File: src/rtl/mc_control.sv
// Multi-cycle control FSM: sequences IF/ID/EX/MEM/WB, decodes op/func into datapath and ALU controls.
// Build option MC_CTRL_HAMMING_EN adds the R-type ham instruction (func 111000).
module mc_control #(
  parameter int CNT_W = 32
) (
  input  logic             clock,
  input  logic             reset,
  input  logic [5:0]       op,
  input  logic [5:0]       func,
  input  logic             z,
  input  logic             mem_rdy,
  output logic             pc_we,
  output logic             ir_we,
  output logic             iord,
  output logic             mem_re,
  output logic             mem_we,
  output logic             reg_we,
  output logic             regdst,
  output logic             m2reg,
  output logic             jal,
  output logic             sext,
  output logic [1:0]       alusrca,
  output logic [1:0]       alusrcb,
  output logic [3:0]       aluc,
  output logic [1:0]       pcsrc,
  output logic             illegal,
  output logic [2:0]       state,
  output logic [CNT_W-1:0] retire_cnt
);

  typedef enum logic [2:0] {
    S_IF  = 3'd0,
    S_ID  = 3'd1,
    S_EX  = 3'd2,
    S_MEM = 3'd3,
    S_WB  = 3'd4
  } state_t;

  localparam logic [3:0] ALU_ADD = 4'b0000, ALU_SUB = 4'b0100, ALU_AND = 4'b0001,
                         ALU_OR  = 4'b0101, ALU_XOR = 4'b0010, ALU_LUI = 4'b0110,
                         ALU_SLL = 4'b0011, ALU_SRL = 4'b0111, ALU_SRA = 4'b1111,
                         ALU_HAM = 4'b1011;

  localparam logic [5:0] OP_R    = 6'b000000, OP_ADDI = 6'b001000, OP_ANDI = 6'b001100,
                         OP_ORI  = 6'b001101, OP_XORI = 6'b001110, OP_LUI  = 6'b001111,
                         OP_LW   = 6'b100011, OP_SW   = 6'b101011, OP_BEQ  = 6'b000100,
                         OP_BNE  = 6'b000101, OP_J    = 6'b000010, OP_JAL  = 6'b000011;

`ifdef MC_CTRL_HAMMING_EN
  localparam bit HAM_EN = 1'b1;
`else
  localparam bit HAM_EN = 1'b0;
`endif

  state_t     state_q;
  logic       r_ok, is_r, is_shift, is_ialu, is_lw, is_sw, is_br, is_j, is_jal, legal;
  logic [3:0] r_aluc, i_aluc;

  // R-type func decode; r_ok qualifies which funcs are legal in this build.
  always_comb begin
    // NOTE: every always_comb output gets a default first so no path can infer a latch.
    r_ok   = 1'b1;
    r_aluc = ALU_ADD;
    case (func)
      6'b100000: r_aluc = ALU_ADD;
      6'b100010: r_aluc = ALU_SUB;
      6'b100100: r_aluc = ALU_AND;
      6'b100101: r_aluc = ALU_OR;
      6'b100110: r_aluc = ALU_XOR;
      6'b000000: r_aluc = ALU_SLL;
      6'b000010: r_aluc = ALU_SRL;
      6'b000011: r_aluc = ALU_SRA;
      6'b111000: begin r_aluc = ALU_HAM; r_ok = HAM_EN; end
      default:   r_ok   = 1'b0;
    endcase
  end

  always_comb begin
    i_aluc = ALU_ADD;
    case (op)
      OP_ANDI: i_aluc = ALU_AND;
      OP_ORI:  i_aluc = ALU_OR;
      OP_XORI: i_aluc = ALU_XOR;
      OP_LUI:  i_aluc = ALU_LUI;
      default: i_aluc = ALU_ADD;
    endcase
  end

  assign is_r     = (op == OP_R) && r_ok;
  assign is_shift = (func == 6'b000000) || (func == 6'b000010) || (func == 6'b000011);
  assign is_ialu  = (op == OP_ADDI) || (op == OP_ANDI) || (op == OP_ORI) ||
                    (op == OP_XORI) || (op == OP_LUI);
  assign is_lw    = (op == OP_LW);
  assign is_sw    = (op == OP_SW);
  assign is_br    = (op == OP_BEQ) || (op == OP_BNE);
  assign is_j     = (op == OP_J);
  assign is_jal   = (op == OP_JAL);
  assign legal    = is_r || is_ialu || is_lw || is_sw || is_br || is_j || is_jal;

  // Sequencing; retire_cnt steps only on transitions that finish an instruction.
  always_ff @(posedge clock or posedge reset) begin
    // NOTE: sequential state uses non-blocking assignments so all registers update together.
    if (reset) begin
      state_q    <= S_IF;
      retire_cnt <= '0;
    end else begin
      case (state_q)
        S_IF: if (mem_rdy) state_q <= S_ID;
        S_ID: begin
          if (is_j || is_jal) begin
            state_q    <= S_IF;
            retire_cnt <= retire_cnt + CNT_W'(1);
          end else if (legal) begin
            state_q <= S_EX;
          end else begin
            state_q <= S_IF;
          end
        end
        S_EX: begin
          if (is_br) begin
            state_q    <= S_IF;
            retire_cnt <= retire_cnt + CNT_W'(1);
          end else if (is_lw || is_sw) begin
            state_q <= S_MEM;
          end else begin
            state_q <= S_WB;
          end
        end
        S_MEM: begin
          if (mem_rdy) begin
            if (is_sw) begin
              state_q    <= S_IF;
              retire_cnt <= retire_cnt + CNT_W'(1);
            end else begin
              state_q <= S_WB;
            end
          end
        end
        S_WB: begin
          state_q    <= S_IF;
          retire_cnt <= retire_cnt + CNT_W'(1);
        end
        default: state_q <= S_IF;
      endcase
    end
  end

  assign state = state_q;

  // Control outputs are decoded from state; reset gates them all low immediately.
  always_comb begin
    pc_we = 1'b0; ir_we = 1'b0; iord = 1'b0; mem_re = 1'b0; mem_we = 1'b0;
    reg_we = 1'b0; regdst = 1'b0; m2reg = 1'b0; jal = 1'b0; sext = 1'b0;
    alusrca = 2'd0; alusrcb = 2'd0; aluc = ALU_ADD; pcsrc = 2'd0; illegal = 1'b0;
    if (!reset) begin
      case (state_q)
        S_IF: begin
          mem_re  = 1'b1;
          alusrcb = 2'd1;
          if (mem_rdy) begin
            ir_we = 1'b1;
            pc_we = 1'b1;
          end
        end
        S_ID: begin
          alusrcb = 2'd3;
          sext    = 1'b1;
          if (is_j || is_jal) begin
            pc_we = 1'b1;
            pcsrc = 2'd2;
          end
          if (is_jal) begin
            reg_we = 1'b1;
            jal    = 1'b1;
          end
          illegal = !legal;
        end
        S_EX: begin
          if (is_r) begin
            alusrca = is_shift ? 2'd2 : 2'd1;
            aluc    = r_aluc;
          end else if (is_ialu) begin
            alusrca = 2'd1;
            alusrcb = 2'd2;
            aluc    = i_aluc;
            sext    = (op == OP_ADDI);
          end else if (is_lw || is_sw) begin
            alusrca = 2'd1;
            alusrcb = 2'd2;
            sext    = 1'b1;
          end else if (is_br) begin
            alusrca = 2'd1;
            aluc    = ALU_SUB;
            pcsrc   = 2'd1;
            pc_we   = (op == OP_BEQ) ? z : !z;
          end
        end
        S_MEM: begin
          iord   = 1'b1;
          mem_re = is_lw;
          mem_we = is_sw;
        end
        S_WB: begin
          reg_we = 1'b1;
          m2reg  = is_lw;
          regdst = is_r;
        end
        default: ;
      endcase
    end
  end

endmodule

File: config.mk
export PLATFORM = sky130hd
export DESIGN_NAME = mc_control
export DESIGN_NICKNAME = d
export VERILOG_FILES = /design/src/rtl/mc_control.sv
export SDC_FILE = /design/constraint.sdc
export NUM_CORES = 1
export LEC_CHECK = 0
export ABC_AREA = 1
export ABC_CLOCK_PERIOD_IN_PS = 1800
export BUFFER_PORTS_ARGS = -buffer_cell sky130_fd_sc_hd__buf_2
export CORE_ASPECT_RATIO = 0.9
export CORE_MARGIN = 2
export CORE_UTILIZATION = 54
export DETAILED_ROUTE_END_ITERATION = 7
export PLACE_DENSITY_LB_ADDON = 0.25
export SYNTH_ARGS = -nofsm -noshare
export SYNTH_HDL_FRONTEND = slang
export SYNTH_SLANG_ARGS = --single-unit
File: constraint.sdc
create_clock -name clock -period 1.8 [get_ports clock]
set_input_delay 0.27 -clock clock [delete_from_list [all_inputs] [get_ports clock]]
set_output_delay 0.27 -clock clock [all_outputs]
set_load 0.005 [all_outputs]
After elaboration in Yosys (flattened, before gate mapping)
Cells that the tools add are included.
{"block": "word_totals", "regBits": 35, "latchBits": 0, "ramBits": 0, "romBits": 0, "input_bits": 16, "output_inout_bits": 56, "word_cells": 129, "mem_count": 0}
{"block": "classes", "addsub": 1, "n_mul": 0, "div_mod_pow": 0, "order_cmp": 0, "eq_ne": 28, "shift": 0, "muxes": 73, "bitwise_logic": 0, "reduce_logical": 25}
{"op": "32-bit 2-to-1 mux", "n": 4}
{"op": "32-bit case mux with 4 select lines", "n": 1}
{"op": "6-bit equality test, second input constant", "n": 8}
{"op": "1-bit 2-to-1 mux", "n": 36}
{"op": "32-bit by 1-bit adder with 32-bit output, second input constant", "n": 1}
{"op": "4-bit case mux with 8 select lines", "n": 1}
{"op": "6-bit by 4-bit equality test with 1-bit output, second input constant", "n": 5}
{"op": "6-bit by 2-bit equality test with 1-bit output, second input constant", "n": 4}
{"op": "2-bit 2-to-1 mux", "n": 12}
{"op": "3-bit case mux with 4 select lines", "n": 2}
{"op": "3-bit 2-to-1 mux", "n": 7}
{"op": "4-bit 2-to-1 mux", "n": 4}
{"op": "1-bit logical OR", "n": 15}
{"op": "6-bit by 3-bit equality test with 1-bit output, second input constant", "n": 2}
{"op": "6-bit logical NOT", "n": 2}
{"op": "2-bit inequality test, second input constant", "n": 5}
{"op": "8-bit OR reduction", "n": 1}
{"op": "3-bit by 2-bit equality test with 1-bit output, second input constant", "n": 2}
{"op": "1-bit case mux with 2 select lines", "n": 3}
{"op": "2-bit case mux with 3 select lines", "n": 1}
{"op": "5-bit AND reduction", "n": 1}
{"op": "2-bit case mux with 2 select lines", "n": 1}
{"op": "4-bit nonzero test", "n": 1}
{"op": "3-bit by 1-bit equality test with 1-bit output, second input constant", "n": 1}
{"op": "other kinds (6)", "n": 7}

Logic depth before layout (Yosys ltp)
Gate-level depths: netlist of the first run.
{"block": "logic_depth", "word_depth": 14, "mapped_depth": 10, "ltp_nobuf": 10}

Worst setup path before layout of the first run
No wires, ideal clock.
{"block": "synth_timing", "path_kind": "input-to-output", "from": "in reset", "to": "out m2reg", "t_arrival_ps": 1503, "required_ps": 1530, "path_slack_ps": 27, "path_stages": 3, "n_path_buf": 0, "path_cell_list": "inv_1 nand3_1 nor3b_1"}
{"block": "synth_between", "elab_chain_cells": 1}
{"element": "start: declaration", "line": "7", "source": "input logic reset,"}
{"element": "1-bit 2-to-1 mux", "line": "155", "source": "if (!reset) begin"}
{"element": "end: declaration", "line": "19", "source": "output logic m2reg,"}
No other way between the ends.

Worst setup path after layout of the first run
{"block": "layout_timing", "from": "reg state_q[2], in the netlist state[2]", "to": "out alusrcb[1]"}
{"block": "layout_between", "elab_chain_cells": 3}
{"element": "start: declaration", "line": "55", "source": "state_t state_q;"}
{"element": "start signal: assignment", "line": "104", "source": "state_q <= S_IF;"}
{"element": "start signal: assignment", "line": "108", "source": "S_IF: if (mem_rdy) state_q <= S_ID;"}
{"element": "start signal: assignment", "line": "111", "source": "state_q <= S_IF;"}
{"element": "3-bit by 2-bit equality test with 1-bit output, or another cell as far along", "line": "156", "source": "case (state_q)"}
{"element": "2-bit case mux with 3 select lines *", "line": "156"}
{"element": "2-bit 2-to-1 mux *", "line": "155"}
{"element": "end: declaration", "line": "23", "source": "output logic [1:0] alusrcb,"}
Mark *: on every way between the ends. The rest lies on a longest branch, timed or not.

==> results of run 1 <==
==> timing repair <==
action | 4_1_cts | 5_1_grt
setup endpoints to repair | 12 | 32
buffers inserted | 3 | 3
pin swaps | 5 | 9
gates resized for setup | 9 | 26
==> worst max-delay path, delay by kind of cell, from the launching register on <==
family                 cells  cell delay [ns]
AND/OR/NAND/NOR            2             0.26
AO/OA/AOI/OAI              1             0.17
flip-flops                 1             0.43
buffers and inverters      4             0.39
==> state kept, by name, summed over array words and instances (netlist names) <==
signal	count
state	3
retire_cnt	32
==> worst min path at each step <==
stage,endpoint,slack [ns],cells past startpoint
after floorplan,retire_cnt[0],0.43,1
after global placement,retire_cnt[31],0.50,2
after detailed placement,state[1],0.54,3
after CTS,retire_cnt[14],0.25,3
after global routing,retire_cnt[0],0.32,3
final,retire_cnt[0],0.25,3
==> routing by layer <==
| metal | GRT usage (%) | vias to the layer above |
|---|---|---|
| met5 | 0 | - |
| met4 | 7.72 | 0 |
| met3 | 4.67 | 15 |
| met2 | 43.6 | 116 |
| met1 | 42.0 | 1526 |
| li1 | - | 1700 |
==> metrics by stage <==
| stage | area (µm²) | total power [mW] |
|---|---|---|
| 6_report | 3700 | 3.00 |
| 3_5_place_dp | 3470 | 2.31 |
| 4_1_cts | 3610 | 2.92 |
| 2_1_floorplan | 2910 | 1.85 |
| 5_1_grt | 3700 | 3.21 |
| 3_3_place_gp | 3470 | 2.27 |
==> cell type report <==
cell class / instances / share of cell area (%)
Multi-Input combinational cell: 398 / 52.0
Inverter: 32 / 3.25
Sequential cell: 35 / 23.8
Tap cell: 67 / 2.27
Timing Repair Buffer: 100 / 16.5
Clock inverter: 2 / 0.339
Clock buffer: 6 / 1.96
==> cells in the final DEF (no fill, tap or decap), types with 7 or more instances in the layout <==
cell	instances
buf_4	26
xor2_1	12
buf_2	70
nand4_1	7
nand3b_1	13
nand3_1	16
o21ai_1	19
dfrtp_1	33
nand2_1	192
nor2_2	12
nor2_1	71
inv_1	27
o21ai_0	17
==> where the power goes <==
part	internal [mW]	switching, mW	leakage [nW]	total (mW)
Clock	0.270	0.294	0.0412	0.565
Combinational	0.566	0.924	1.43	1.49
Sequential	0.854	0.0904	0.479	0.945
Total	1.69	1.31	1.95	3.00
==> cells by family (layout without fill, tap and decap cells) <==
kind of cell,count (synthesis),after routing
DFF,35,35
AOI/OAI and AO/OA,47,47
xor gates and xnor gates,16,16
adders and majority gates,1,1
buffers and inverters,43,140
and+or+nand+nor,334,334
==> impl_metrics.env, run 1 <==
export IMPL_synth_area_leader_cell="dfrtp_1"
export IMPL_place_ws_ns=-0.0332
export IMPL_regArea_um2=878
export IMPL_grt_pass1_wl_mm=13.5
export IMPL_tns_ns=-0.00413
export IMPL_cts_tree="yes"
export IMPL_via_per_inst=5.25
export IMPL_p_leak_nw=1.95
export IMPL_max_stage_delay_ns=0.43
export IMPL_clock_sinks=35
export IMPL_ys_types=32
export IMPL_antenna_found_initial=0
export IMPL_synth_most_common_cell="nand2_1"
export IMPL_highest_signal_layer="met4"
export IMPL_cts_max_level=2
export IMPL_crit_path_cell_trace="nor2_2 -> inv_2 -> nor2_4 -> buf_4 -> inv_1 -> a21oi_1 -> buf_2"
export IMPL_synthSimpleGateAreaFrac_pct=49.2
export IMPL_ir_worst_vdd_uv=829
export IMPL_power_density_mw_per_mm2=811
export IMPL_fin_skew_ns=0.0138
export IMPL_synth_async_sr_flop_share_pct=100
export IMPL_wl_mm=8.22
export IMPL_critPathKind="register to output pin"
export IMPL_drt_iter0_markers=225
export IMPL_fp_dieW_um=81.4
export IMPL_stdcell_count=640
export IMPL_met3WireLength_um=474
export IMPL_port_buffers=71
export IMPL_syn_area_per_cell_um2=6.11
export IMPL_rr_startpoint="state[2]"
export IMPL_startpoint="state[2]"
export IMPL_required_ns=1.53
export IMPL_holdWs_ns=0.247
export IMPL_overflow=0
export IMPL_syn_instance_count=476
export IMPL_synth_adder_area_share_pct=0.430
export IMPL_max_slew_margin_rel_pct=70.1
export IMPL_grt_max_degree=36
export IMPL_synth_top_area_share_pct=30.1
export IMPL_syn_area_mm2=0.00291
export IMPL_drv_cap=0
export IMPL_place_inst=626
export IMPL_period_needed_ns=1.80
export IMPL_synth_area_mux_share_pct=0
export IMPL_drc=0
export IMPL_maxSlewViolCount=0
export IMPL_clock_latency_ns=0.29
export IMPL_first_global_vias=2967
export IMPL_endpoint="alusrcb[1]"
export IMPL_mappedNetlistNets=493
export IMPL_worst_slack_ns=-0.00413
export IMPL_regToRegEndpoint="retire_cnt[26]"
export IMPL_area_growth_pct=27.1
export IMPL_fp_dieH_um=73.6
export IMPL_final_nets=589
export IMPL_io_pins=72
export IMPL_grt_usage_pct=28.6
export IMPL_place_gp_congestion=0.979
export IMPL_multi_input_area_mm2=0.00192
export IMPL_start_kind="register"
export IMPL_rows=25
export IMPL_start_util_pct=55.7
export IMPL_yosys_top_cells_count="194 x nand2_1, 86 x nor2_1, 35 x dfrtp_1"
export IMPL_synth_compound_area_share_pct=8.56
export IMPL_synth_xor_area_share_pct=4.82
export IMPL_min_period_over_period_pct=100
export IMPL_ys_warn_count=0
export IMPL_cts_clk_slew_worst_paths_ns=0.08
export IMPL_drtAntennaViolNets=0
export IMPL_hold_buffers=0
export IMPL_cts_buffer_depth=2
export IMPL_synth_edf_count=0
export IMPL_hold_viol=0
export IMPL_crit_fanout=4
export IMPL_finalCoreUtilization_pct=70.8
export IMPL_dp_hpwl_mm=6.20
export IMPL_outcome="finished with violations"
export IMPL_fmax_mhz=554
export IMPL_crit_slowest_cell="dfrtp_1"
export IMPL_synth_main_ff_cell="dfrtp_1"
export IMPL_n_antenna_cell=0
export IMPL_met1_length_mm=3.85
export IMPL_dr_pass1_iters=5
export IMPL_end_kind="output pin"
export IMPL_r2r_cells=9
export IMPL_wl_met2_mm=3.78
export IMPL_cts_root_buf="clkbuf_8"
export IMPL_routedWlPerCell_um=12.8
export IMPL_coreArea_mm2=0.00522
export IMPL_synth_yosys_seq_area_share_pct=30.1
export IMPL_synth_top_family_by_area="simple AND/OR/NAND/NOR gates"
export IMPL_r2r_slack_ns=0.14
export IMPL_rsz0062_at_grt="yes"
export IMPL_violations="setup timing"
export IMPL_layout_drive_gt1_share_pct=25.5
export IMPL_cp_arrival_ns=1.53
export IMPL_vias=3357
export IMPL_dieArea_mm2=0.00599
export IMPL_setup_viol=1
export IMPL_worst_pin_slew_ns=0.448
export IMPL_hp_class="primary input to asynchronous set/reset pin"
export IMPL_yosys_register_bits=35
export IMPL_fillers=467
export IMPL_synth_area_leaders="dfrtp_1 30%, nand2_1 25%, nor2_1 11%"
export IMPL_numCtsBuffers=5
Note: power is estimated with default switching activity, not from simulation.
==> run 2, diff against run 1 <==
CORE_UTILIZATION = 47   (was 54)
HOLD_SLACK_MARGIN = 0.06   (was not set)
==> run 2 against run 1 <==
- the run still ends with setup timing left
- register-to-register slack got worse by 0.02 ns
- largest cell class unchanged
- die area rose by 14%
- critical path depth unchanged
- design area rose by 0.47%
- largest power group unchanged
- first-iteration DRC count is 9.8% higher
- cell count grew 0.78%
- wire length up 2.1%
- hold slack better by 0.012 ns
- core utilization fell by 9.3 points
- non-clock buffer count grew 1
- combinational power increased by 9%
==> impl_metrics.env, run 2 (same netlist as run 1, synthesis figures left out) <==
export IMPL_power_frac_seq_pct=29.6
export IMPL_dp_hpwl_mm=6.40
export IMPL_cp_arrival_ns=1.58
export IMPL_crit_family="flip-flops"
export IMPL_area_growth_pct=27.7
export IMPL_end_kind="output pin"
export IMPL_final_cell_mix="192 x nand2_1, 76 x nor2_1, 71 x buf_2"
export IMPL_n_antenna_cell=0
export IMPL_critPathBufInv=3
export IMPL_port_buffers=71
export IMPL_holdWs_ns=0.259
export IMPL_overflow=0
export IMPL_grt_pass1_wl_mm=14.2
export IMPL_p_leak_nw=1.97
export IMPL_pwr_share_comb_pct=51.6
export IMPL_drc=0
export IMPL_io_pins=72
export IMPL_place_gp_congestion=0.970
export IMPL_first_global_vias=3106
export IMPL_largest_reg_flops=32
export IMPL_cts_clk_slew_worst_paths_ns=0.07
export IMPL_cts_tree="yes"
export IMPL_crit_path_cell_trace="inv_1 -> nand2_1 -> nor2_2 -> buf_4 -> nand2_1 -> a21oi_1 -> buf_2"
export IMPL_vias=3384
export IMPL_drv_cap=0
export IMPL_crit_path_frequent_cell="nand2_1"
export IMPL_clock_power_share_pct=18.8
export IMPL_regArea_um2=877
export IMPL_rows=27
export IMPL_routedWlPerCell_um=13.0
export IMPL_max_stage_delay_ns=0.43
export IMPL_fmax_mhz=541
export IMPL_cts_buffer_depth=2
export IMPL_worst_pin_slew_ns=0.473
export IMPL_fp_dieH_um=78.6
export IMPL_finalCoreUtilization_pct=61.4
export IMPL_clock_sinks=35
export IMPL_start_util_pct=48.1
export IMPL_setup_viol=10
export IMPL_cts_max_level=2
export IMPL_p_int_mw=1.80
export IMPL_cts_root_buf="clkbuf_8"
export IMPL_layout_drive_gt1_share_pct=24.6
export IMPL_numCtsBuffers=5
export IMPL_drt_iter0_markers=247
export IMPL_hp_class="primary input to asynchronous set/reset pin"
export IMPL_tns_ns=-0.270
export IMPL_fin_skew_ns=0.00364
export IMPL_violations="setup timing"
export IMPL_period_needed_ns=1.85
export IMPL_coreArea_mm2=0.00605
export IMPL_wl_mm=8.39
export IMPL_final_nets=590
export IMPL_min_period_over_period_pct=103
export IMPL_crit_slowest_cell="dfrtp_1"
export IMPL_power_density_mw_per_mm2=846
export IMPL_via_per_inst=5.25
export IMPL_fillers=581
export IMPL_critPathKind="register to output pin"
export IMPL_grt_max_degree=36
export IMPL_outcome="finished with violations"
export IMPL_worst_slack_ns=-0.0493
export IMPL_hold_viol=0
export IMPL_rsz0062_at_grt="yes"
export IMPL_grt_usage_pct=25.5
export IMPL_maxSlewViolCount=0
export IMPL_fp_dieW_um=86.9
export IMPL_ir_worst_vdd_uv=608
export IMPL_start_kind="register"
export IMPL_crit_fanout=7
export IMPL_dieArea_mm2=0.00683
export IMPL_regMostFlops="retire_cnt"
export IMPL_p_switching_mw=1.34
export IMPL_clock_latency_ns=0.29
export IMPL_antenna_found_initial=0
export IMPL_swShare_pct=42.8
export IMPL_multi_input_area_mm2=0.00191
export IMPL_dr_pass1_iters=5
export IMPL_final_common_cell="nand2_1"
export IMPL_drtAntennaViolNets=0
export IMPL_required_ns=1.53
export IMPL_max_slew_margin_rel_pct=68.4
run 2: final timing paths:
check / start / endpoint / cells after the start / slack [ns]
worst min register to register: retire_cnt[31] / retire_cnt[31] / 2 / 0.53
min in group clock: mem_rdy / state[2] / 3 / 0.32
worst max register to register: state[2] / retire_cnt[9] / 9 / 0.12
max in group asynchronous: reset / retire_cnt[4] / 3 / 1.19
worst min-delay path: reset / retire_cnt[25] / 3 / 0.26
worst max-delay path: state[2] / alusrcb[1] / 7 / -0.05
run 2: layout make-up:
class                      count  area share [%]
sequential                    35            23.6
timing repair buffer         101            16.8
clock inverter                 1           0.135
tap                           72            2.43
inverter                      32            3.23
clock buffer                   6            2.22
multi-input combinational    398            51.5
run 2: what timing repair did:
action,CTS,global route
resized for setup,11,18
pin swaps,2,6
hold buffers,0,0
endpoints found under the setup margin,13,22
buffers inserted,2,3
endpoints found under the hold margin,0,0
run 2: power groups by stage:
stage | Sequential [mW] | Clock, mW | Combinational [mW]
after floorplan | 0.945 | 0 | 0.907
after global placement | 0.926 | 0 | 1.44
after detailed placement | 0.933 | 0 | 1.45
after CTS | 0.926 | 0.606 | 1.52
after global routing | 0.943 | 0.621 | 1.78
final | 0.931 | 0.590 | 1.62
run 2: worst min-delay path, stage by stage:
cell,delay (ns)
buf_2,0.21
inv_1,0.11
buf_4,0.40
run 2: per-layer routing:
layer  routed length, µm  vias to the layer above  track usage (%)
met5                   0                        -                0
met4                  89                        0             7.19
met3                 454                       11             3.89
met2                3880                      117             41.1
met1                3970                     1551             35.3
li1                    -                     1705                -
run 2: metrics by stage:
stage          instance area, µm²  setup WS [ns]  cells  total power, mW
2_1_floorplan                2910         0.0269    476             1.85
3_3_place_gp                 3500         0.0689    633             2.36
6_report                     3710        -0.0493    645             3.14
4_1_cts                      3630        -0.0235    642             3.05
3_5_place_dp                 3500        0.00630    633             2.39
5_1_grt                      3710         -0.145    645             3.35
